--- src/rtl/ac_pkg.sv ---
// ac_pkg: state type, UPSTAT bit indices and CRF constants shared by the stream access controller
package ac_pkg;
  typedef enum logic [1:0] {ST_IDLE, ST_RUN, ST_REPORT, ST_DONE} ac_state_t;
  localparam int UPSTAT_START = 0;
  localparam int UPSTAT_END = 1;
  localparam int ADDR_UPSTAT = 0;
  localparam int UPSTAT_DONE = 2;
endpackage

--- src/rtl/frame_beat_counter.sv ---
// frame_beat_counter: raster position over W x H beats; in clk rst clr beat, out col row sof eol last
module frame_beat_counter
  import ac_pkg::*;
#(
  parameter int W = 4,
  parameter int H = 2
) (
  input  logic                   clk,
  input  logic                   rst,
  input  logic                   clr,
  input  logic                   beat,
  output logic [$clog2(W+1)-1:0] col,
  output logic [$clog2(H+1)-1:0] row,
  output logic                   sof,
  output logic                   eol,
  output logic                   last
);
  localparam int CW = $clog2(W + 1);
  localparam int RW = $clog2(H + 1);
  always_ff @(posedge clk) begin
    if (rst || clr) begin
      col <= '0;
      row <= '0;
    end else if (beat) begin
      col <= eol ? '0 : col + 1'b1;
      row <= eol ? row + 1'b1 : row;
    end
  end
  assign sof = col == '0 && row == '0;
  assign eol = col == CW'(W - 1);
  assign last = eol && row == RW'(H - 1);
endmodule

--- src/rtl/stream_access_control.sv ---
// stream_access_control: gates DMA<->core AXI-Stream paths per job, marks frames/lines, reports UPSTAT=2 to the CRF; ports: s_axis/ac_up/up_ac/m_axis streams, crf_ac status in, ac_crf write/taps out
module stream_access_control
  import ac_pkg::*;
#(
  parameter int SRC_W          = 960,
  parameter int SRC_H          = 540,
  parameter int SCALE          = 4,
  parameter int PIX_WIDTH      = 24,
  parameter int CRF_DATA_WIDTH = 32,
  parameter int CRF_ADDR_WIDTH = 32
) (
  input  logic                      clk,
  input  logic                      rst,
  input  logic                      s_axis_tvalid,
  output logic                      s_axis_tready,
  input  logic [PIX_WIDTH-1:0]      s_axis_tdata,
  output logic                      ac_up_tvalid,
  input  logic                      up_ac_tready,
  output logic [PIX_WIDTH-1:0]      ac_up_tdata,
  output logic                      ac_up_tuser,
  output logic                      ac_up_tlast,
  input  logic                      up_ac_tvalid,
  output logic                      ac_up_tready,
  input  logic [PIX_WIDTH-1:0]      up_ac_tdata,
  output logic                      m_axis_tvalid,
  input  logic                      m_axis_tready,
  output logic [PIX_WIDTH-1:0]      m_axis_tdata,
  output logic                      m_axis_tuser,
  output logic                      m_axis_tlast,
  input  logic                      crf_ac_UPSTART,
  input  logic                      crf_ac_UPEND,
  input  logic                      crf_ac_wbusy,
  output logic                      ac_crf_wrt,
  output logic [CRF_ADDR_WIDTH-1:0] ac_crf_waddr,
  output logic [CRF_DATA_WIDTH-1:0] ac_crf_wdata,
  output logic                      ac_crf_processing,
  output logic                      ac_crf_axisi_tvalid,
  output logic                      ac_crf_axisi_tready,
  output logic                      ac_crf_axiso_tvalid,
  output logic                      ac_crf_axiso_tready
);
  localparam int OUT_W = SRC_W * SCALE;
  localparam int OUT_H = SRC_H * SCALE;
  ac_state_t r_state, w_next;
  logic r_in_done;
  logic w_run, w_report, w_clr, w_in_beat, w_out_beat;
  logic w_in_sof, w_in_eol, w_in_last, w_out_sof, w_out_eol, w_out_last;
  logic [1:0] w_upstat;
  logic [$clog2(SRC_W+1)-1:0] w_in_col;
  logic [$clog2(SRC_H+1)-1:0] w_in_row;
  logic [$clog2(OUT_W+1)-1:0] w_out_col;
  logic [$clog2(OUT_H+1)-1:0] w_out_row;
  logic w_unused;
  assign w_upstat = {crf_ac_UPEND, crf_ac_UPSTART};
  assign w_run = r_state == ST_RUN && !rst;
  assign w_report = r_state == ST_REPORT && !rst;
  assign s_axis_tready = w_run && up_ac_tready && !r_in_done;
  assign ac_up_tvalid = w_run && s_axis_tvalid && !r_in_done;
  assign ac_up_tdata = s_axis_tdata;
  assign ac_up_tuser = w_run && w_in_sof;
  assign ac_up_tlast = w_run && w_in_eol;
  assign m_axis_tvalid = w_run && up_ac_tvalid;
  assign ac_up_tready = w_run && m_axis_tready;
  assign m_axis_tdata = up_ac_tdata;
  assign m_axis_tuser = w_run && w_out_sof;
  assign m_axis_tlast = w_run && w_out_eol;
  assign w_in_beat = s_axis_tvalid && s_axis_tready;
  assign w_out_beat = m_axis_tvalid && m_axis_tready;
  assign ac_crf_processing = w_run;
  assign ac_crf_wrt = w_report;
  assign ac_crf_waddr = CRF_ADDR_WIDTH'(ADDR_UPSTAT);
  assign ac_crf_wdata = w_report ? CRF_DATA_WIDTH'(UPSTAT_DONE) : '0;
  assign ac_crf_axisi_tvalid = s_axis_tvalid;
  assign ac_crf_axisi_tready = s_axis_tready;
  assign ac_crf_axiso_tvalid = m_axis_tvalid;
  assign ac_crf_axiso_tready = m_axis_tready;
  assign w_clr = w_next != ST_RUN;
  assign w_unused = ^{w_in_col, w_in_row, w_out_col, w_out_row};
  always_comb begin
    w_next = r_state;
    case (r_state)
      ST_IDLE:   if (w_upstat[UPSTAT_START] && !w_upstat[UPSTAT_END]) w_next = ST_RUN;
      ST_RUN:    if (!w_upstat[UPSTAT_START]) w_next = ST_IDLE;
                 else if (w_out_beat && w_out_last) w_next = ST_REPORT;
      ST_REPORT: if (!crf_ac_wbusy) w_next = ST_DONE;
      ST_DONE:   if (!w_upstat[UPSTAT_END]) w_next = ST_IDLE;
      default:   w_next = ST_IDLE;
    endcase
  end
  always_ff @(posedge clk) begin
    if (rst) begin
      r_state <= ST_IDLE;
      r_in_done <= 1'b0;
    end else begin
      r_state <= w_next;
      r_in_done <= w_next == ST_RUN && (r_in_done || (w_in_beat && w_in_last));
    end
  end
  frame_beat_counter #(.W(SRC_W), .H(SRC_H)) u_in_cnt (
    .clk(clk), .rst(rst), .clr(w_clr), .beat(w_in_beat),
    .col(w_in_col), .row(w_in_row), .sof(w_in_sof), .eol(w_in_eol), .last(w_in_last)
  );
  frame_beat_counter #(.W(OUT_W), .H(OUT_H)) u_out_cnt (
    .clk(clk), .rst(rst), .clr(w_clr), .beat(w_out_beat),
    .col(w_out_col), .row(w_out_row), .sof(w_out_sof), .eol(w_out_eol), .last(w_out_last)
  );
endmodule

--- config.mk ---
export PLATFORM = sky130hd
export DESIGN_NAME = stream_access_control
export DESIGN_NICKNAME = d
export VERILOG_FILES = /design/src/rtl/ac_pkg.sv /design/src/rtl/frame_beat_counter.sv /design/src/rtl/stream_access_control.sv
export SDC_FILE = /design/constraint.sdc
export NUM_CORES = 1
export LEC_CHECK = 0
export ABC_AREA = 1
export ABC_CLOCK_PERIOD_IN_PS = 1900
export CAP_MARGIN = 5
export CELL_PAD_IN_SITES_DETAIL_PLACEMENT = 1
export CELL_PAD_IN_SITES_GLOBAL_PLACEMENT = 1
export CORE_MARGIN = 1.5
export CORE_UTILIZATION = 28
export CTS_CLUSTER_SIZE = 12
export DETAILED_ROUTE_END_ITERATION = 8
export GPL_TIMING_DRIVEN = 1
export PLACE_DENSITY_LB_ADDON = 0.1
export SLEW_MARGIN = 10
export SYNTH_ARGS = -nofsm -noshare
export SYNTH_HDL_FRONTEND = slang
export SYNTH_SLANG_ARGS = --single-unit
export TNS_END_PERCENT = 100
--- constraint.sdc ---
create_clock -name clk -period 1.9 [get_ports clk]
set_input_delay 0.38 -clock clk [delete_from_list [all_inputs] [get_ports clk]]
set_output_delay 0.38 -clock clk [all_outputs]
set_load 0.005 [all_outputs]
==> run metrics <==
pin count of the biggest net entering global routing 14; total power divided by cell area 420 mW/mm2; final hold viol count 0; count of unresolved DRC violations after routing 0; max_cap viols 0; number of antenna cells inserted 0; Power Internal 1.58 mW; final routed wirelength across all metal layers between 10 and 15 mm; cell type with the highest occurrence count on the critical path sky130_fd_sc_hd__buf_6; required time of the critical path 2.08 ns; critical path startpoint category flip-flop; Worst VDD drop between 0.0002 and 0.0003 V; Critical Setup Path Class reg2reg; Placer Congestion a little under 0.8; DIE AREA 0.0147 mm2; Net Sw Frac 24.9%; Total Routing Usage GR between 10 and 15%; Net Sw Power ~0.52 mW; initial standard-cell utilization of the core 28.5%; violations in the final reports negative setup slack; leading cell type in the layout, fill and taps excluded sky130_fd_sc_hd__nand2_1; cell area after synthesis 0.00393 mm2; quantity of I/O buffers inserted on ports 23; Synth Area per Inst 6.66 um2; clock network fraction of design power between 40% and 50%; GRT overflow 0; Combinational Power Share about 11%; biggest fanout along the worst timing path 6; unrepaired setup endpoints after global routing yes; placement row count 43; CP max stage cell sky130_fd_sc_hd__dfxtp_2; CTS Root Buffer Type sky130_fd_sc_hd__clkbuf_16; clk slew on worst S/H paths ~0.07 ns; number of antenna violations at the first check in global routing 0; maximum clock frequency ~0.53 GHz; post-route ant nets 0; cell count after synthesis 589; Layout Area Growth over Synthesis 28.0%; synthesized flop and latch total 47; data arrival time of the worst path 2.08 ns; chip height 121 um; die boundary width 121 um; worst-skew pair later-pin latency 0.29 ns; final clock period utilization by the worst path 100%; class of the worst hold path in2reg; WP buf/inv 5; drt initial violations approximately 130; Post-Route Utilization a little over a third; clock tree buffer depth 2; number of clock buffers inserted by TritonCTS 5; vias in the first global route approximately 3.6k; net count reported at finish 727; part of the power in registers roughly 47%; power after layout 2.11 mW; Layout Cell Area excl Fill roughly 0.005 mm2; commonest cells after routing, fill and taps aside 99 x sky130_fd_sc_hd__nand2_1, 87 x sky130_fd_sc_hd__buf_4, 70 x sky130_fd_sc_hd__inv_1, 65 x sky130_fd_sc_hd__nor2_1, 63 x sky130_fd_sc_hd__conb_1; min cycle time layout 1.90 ns; total number of vias 3521; wire length of the first global-routing pass 17.4 mm; setup TNS -0.00281 ns; Crit. End Element flip-flop; detail-routed net length per standard cell 12.7 um; critical path cell sequence buf_6 -> ha_4 -> nand2_4 -> nor2_4 -> nand3_4 -> buf_6 -> nor2_8 -> nand2_2 -> nand2_2 -> nand3_4 -> nand2_8 -> buf_6 -> buf_12 -> buf_16 -> nor2_1; routed via count divided by cell count 4.18; run status complete, but fails checks; half-perimeter wire length of the detailed placement result 7.63 mm; Hold-fix buffers, CTS 0; worst-case hold slack 0.545 ns; clock tree sinks 47; number of distinct library cells after synthesis 35; Leakage 2.20 nW; cell family with most CP delay simple AND/OR/NAND/NOR gates; final worst setup slack -0.00281 ns; Yosys Warn Count 0; Setup-failing EPs final 1; share of layout cells above drive strength 1 29.7%; crit-path max cell delay roughly 0.35 ns; final max-slew violation count 0; deepest level of the CTS H-tree 2; area after detailed placement 0.00429 mm2; CTS tree built; sequential cell area fraction in the yosys report 24.0%; area of the core region approximately 0.014 mm2; worst clock skew 0.00589 ns; top-level port count 183; DRT Pass-1 Iters 4
-- cell usage after synthesis --
cell / number / area, um2
sky130_fd_sc_hd__nand2_4: 4 / 45.0
sky130_fd_sc_hd__conb_1: 1 / 3.75
sky130_fd_sc_hd__nand3_2: 1 / 10.0
sky130_fd_sc_hd__nor2_2: 2 / 12.5
sky130_fd_sc_hd__nand4_4: 1 / 21.3
sky130_fd_sc_hd__and3_1: 3 / 18.8
sky130_fd_sc_hd__o21ai_2: 2 / 17.5
sky130_fd_sc_hd__inv_6: 1 / 8.76
sky130_fd_sc_hd__nand3b_1: 1 / 7.51
sky130_fd_sc_hd__o21ai_0: 20 / 100
sky130_fd_sc_hd__dfxtp_1: 47 / 941
sky130_fd_sc_hd__nor2_4: 2 / 22.5
sky130_fd_sc_hd__ha_1: 8 / 100
sky130_fd_sc_hd__nor2_8: 1 / 20.0
sky130_fd_sc_hd__nand3_1: 36 / 180
sky130_fd_sc_hd__xnor2_1: 1 / 8.76
sky130_fd_sc_hd__inv_1: 79 / 297
sky130_fd_sc_hd__o21bai_1: 1 / 7.51
sky130_fd_sc_hd__inv_2: 2 / 7.51
sky130_fd_sc_hd__buf_6: 7 / 78.8
sky130_fd_sc_hd__nor3_4: 1 / 16.3
sky130_fd_sc_hd__nand4_1: 12 / 75.1
sky130_fd_sc_hd__a21oi_1: 10 / 50.1
sky130_fd_sc_hd__o21a_1: 2 / 15.0
sky130_fd_sc_hd__buf_4: 116 / 871
sky130_fd_sc_hd__nand3_4: 1 / 17.5
sky130_fd_sc_hd__xor2_1: 15 / 131
sky130_fd_sc_hd__clkinv_2: 1 / 5.00
sky130_fd_sc_hd__nor2_1: 82 / 308
sky130_fd_sc_hd__nand2_2: 2 / 12.5
sky130_fd_sc_hd__a31oi_1: 1 / 6.26
sky130_fd_sc_hd__nor3_1: 16 / 80.1
sky130_fd_sc_hd__nor4_1: 5 / 31.3
sky130_fd_sc_hd__nand2_1: 104 / 390
sky130_fd_sc_hd__a21boi_0: 1 / 7.51
-- what timing repair did --
item,CTS,global route
gates resized for setup,76,56
cloned,4,1
pin swaps,12,13
setup endpoints to repair,56,44
buffers inserted,15,9
endpoints found under the hold margin,0,0
-- per-layer routing --
| layer | track usage [%] | vias to the layer above | wire [um] |
|---|---|---|---|
| met1 | 18.2 | 1660 | 4770 |
| li1 | - | 1798 | - |
| met5 | 0 | - | 0 |
| met4 | 3.82 | 0 | 106 |
| met2 | 26.6 | 47 | 5500 |
| met3 | 2.73 | 16 | 307 |
-- area by class of cell --
class                   instances  area [um2]
well taps                     180         225
flip-flops and latches         47         958
fillers                      1807        8750
repair buffers                127        1170
multi-input cells             398        2200
inverters                      83         329
clock buffers                   7         133
clock inverters                 1        5.00
-- registers in the layout (all words and copies together), names as in the netlist --
name,cells
u_out_cnt.col,12
u_in_cnt.row,10
u_in_cnt.col,10
r_in_done,1
r_state,2
u_out_cnt.row,12
-- metrics by stage --
stage,worst slack (ns),cells
3_3_place_gp,-0.673,809
6_report,-0.00281,843
5_1_grt,-0.108,843
4_1_cts,-0.0491,836
2_1_floorplan,0.171,651
3_5_place_dp,-0.674,809
-- path summary, 6_finish.rpt --
kind,from,endpoint,slack (ns),depth (start not counted)
max,u_out_cnt.col[0],u_out_cnt.row[0],-0.003,15
min,rst,r_state[0],0.55,3
max reg2reg,u_out_cnt.col[0],u_out_cnt.row[0],-0.003,15
min reg2reg,r_in_done,r_in_done,0.56,2
-- cells by family (layout without fill, tap and decap cells) --
group	Yosys count	after routing	synth area share [%]
buffers and inverters	206	218	32.3
XOR/XNOR	16	16	3.57
flip-flops	47	47	24.0
other	1	63	0.0955
AND/OR/NAND/NOR	274	274	32.3
AO/OA/AOI/OAI	37	37	5.20
adder cells (fa/ha/maj)	8	8	2.55
-- worst min-delay path: stages --
cell and delay [ns]:
sky130_fd_sc_hd__dlygate4sd2_1 0.23, sky130_fd_sc_hd__buf_4 0.15, sky130_fd_sc_hd__a31oi_1 0.04
-- power by group through the flow --
stage	clock network [mW]	registers [mW]	logic, mW
floorplan	0	1.01	0.258
global placement	0	1.01	0.147
detailed placement	0	1.01	0.148
CTS	0.942	0.986	0.219
global route	0.982	0.985	0.250
finish	0.897	0.985	0.227
(Power assumes the default switching activity.)
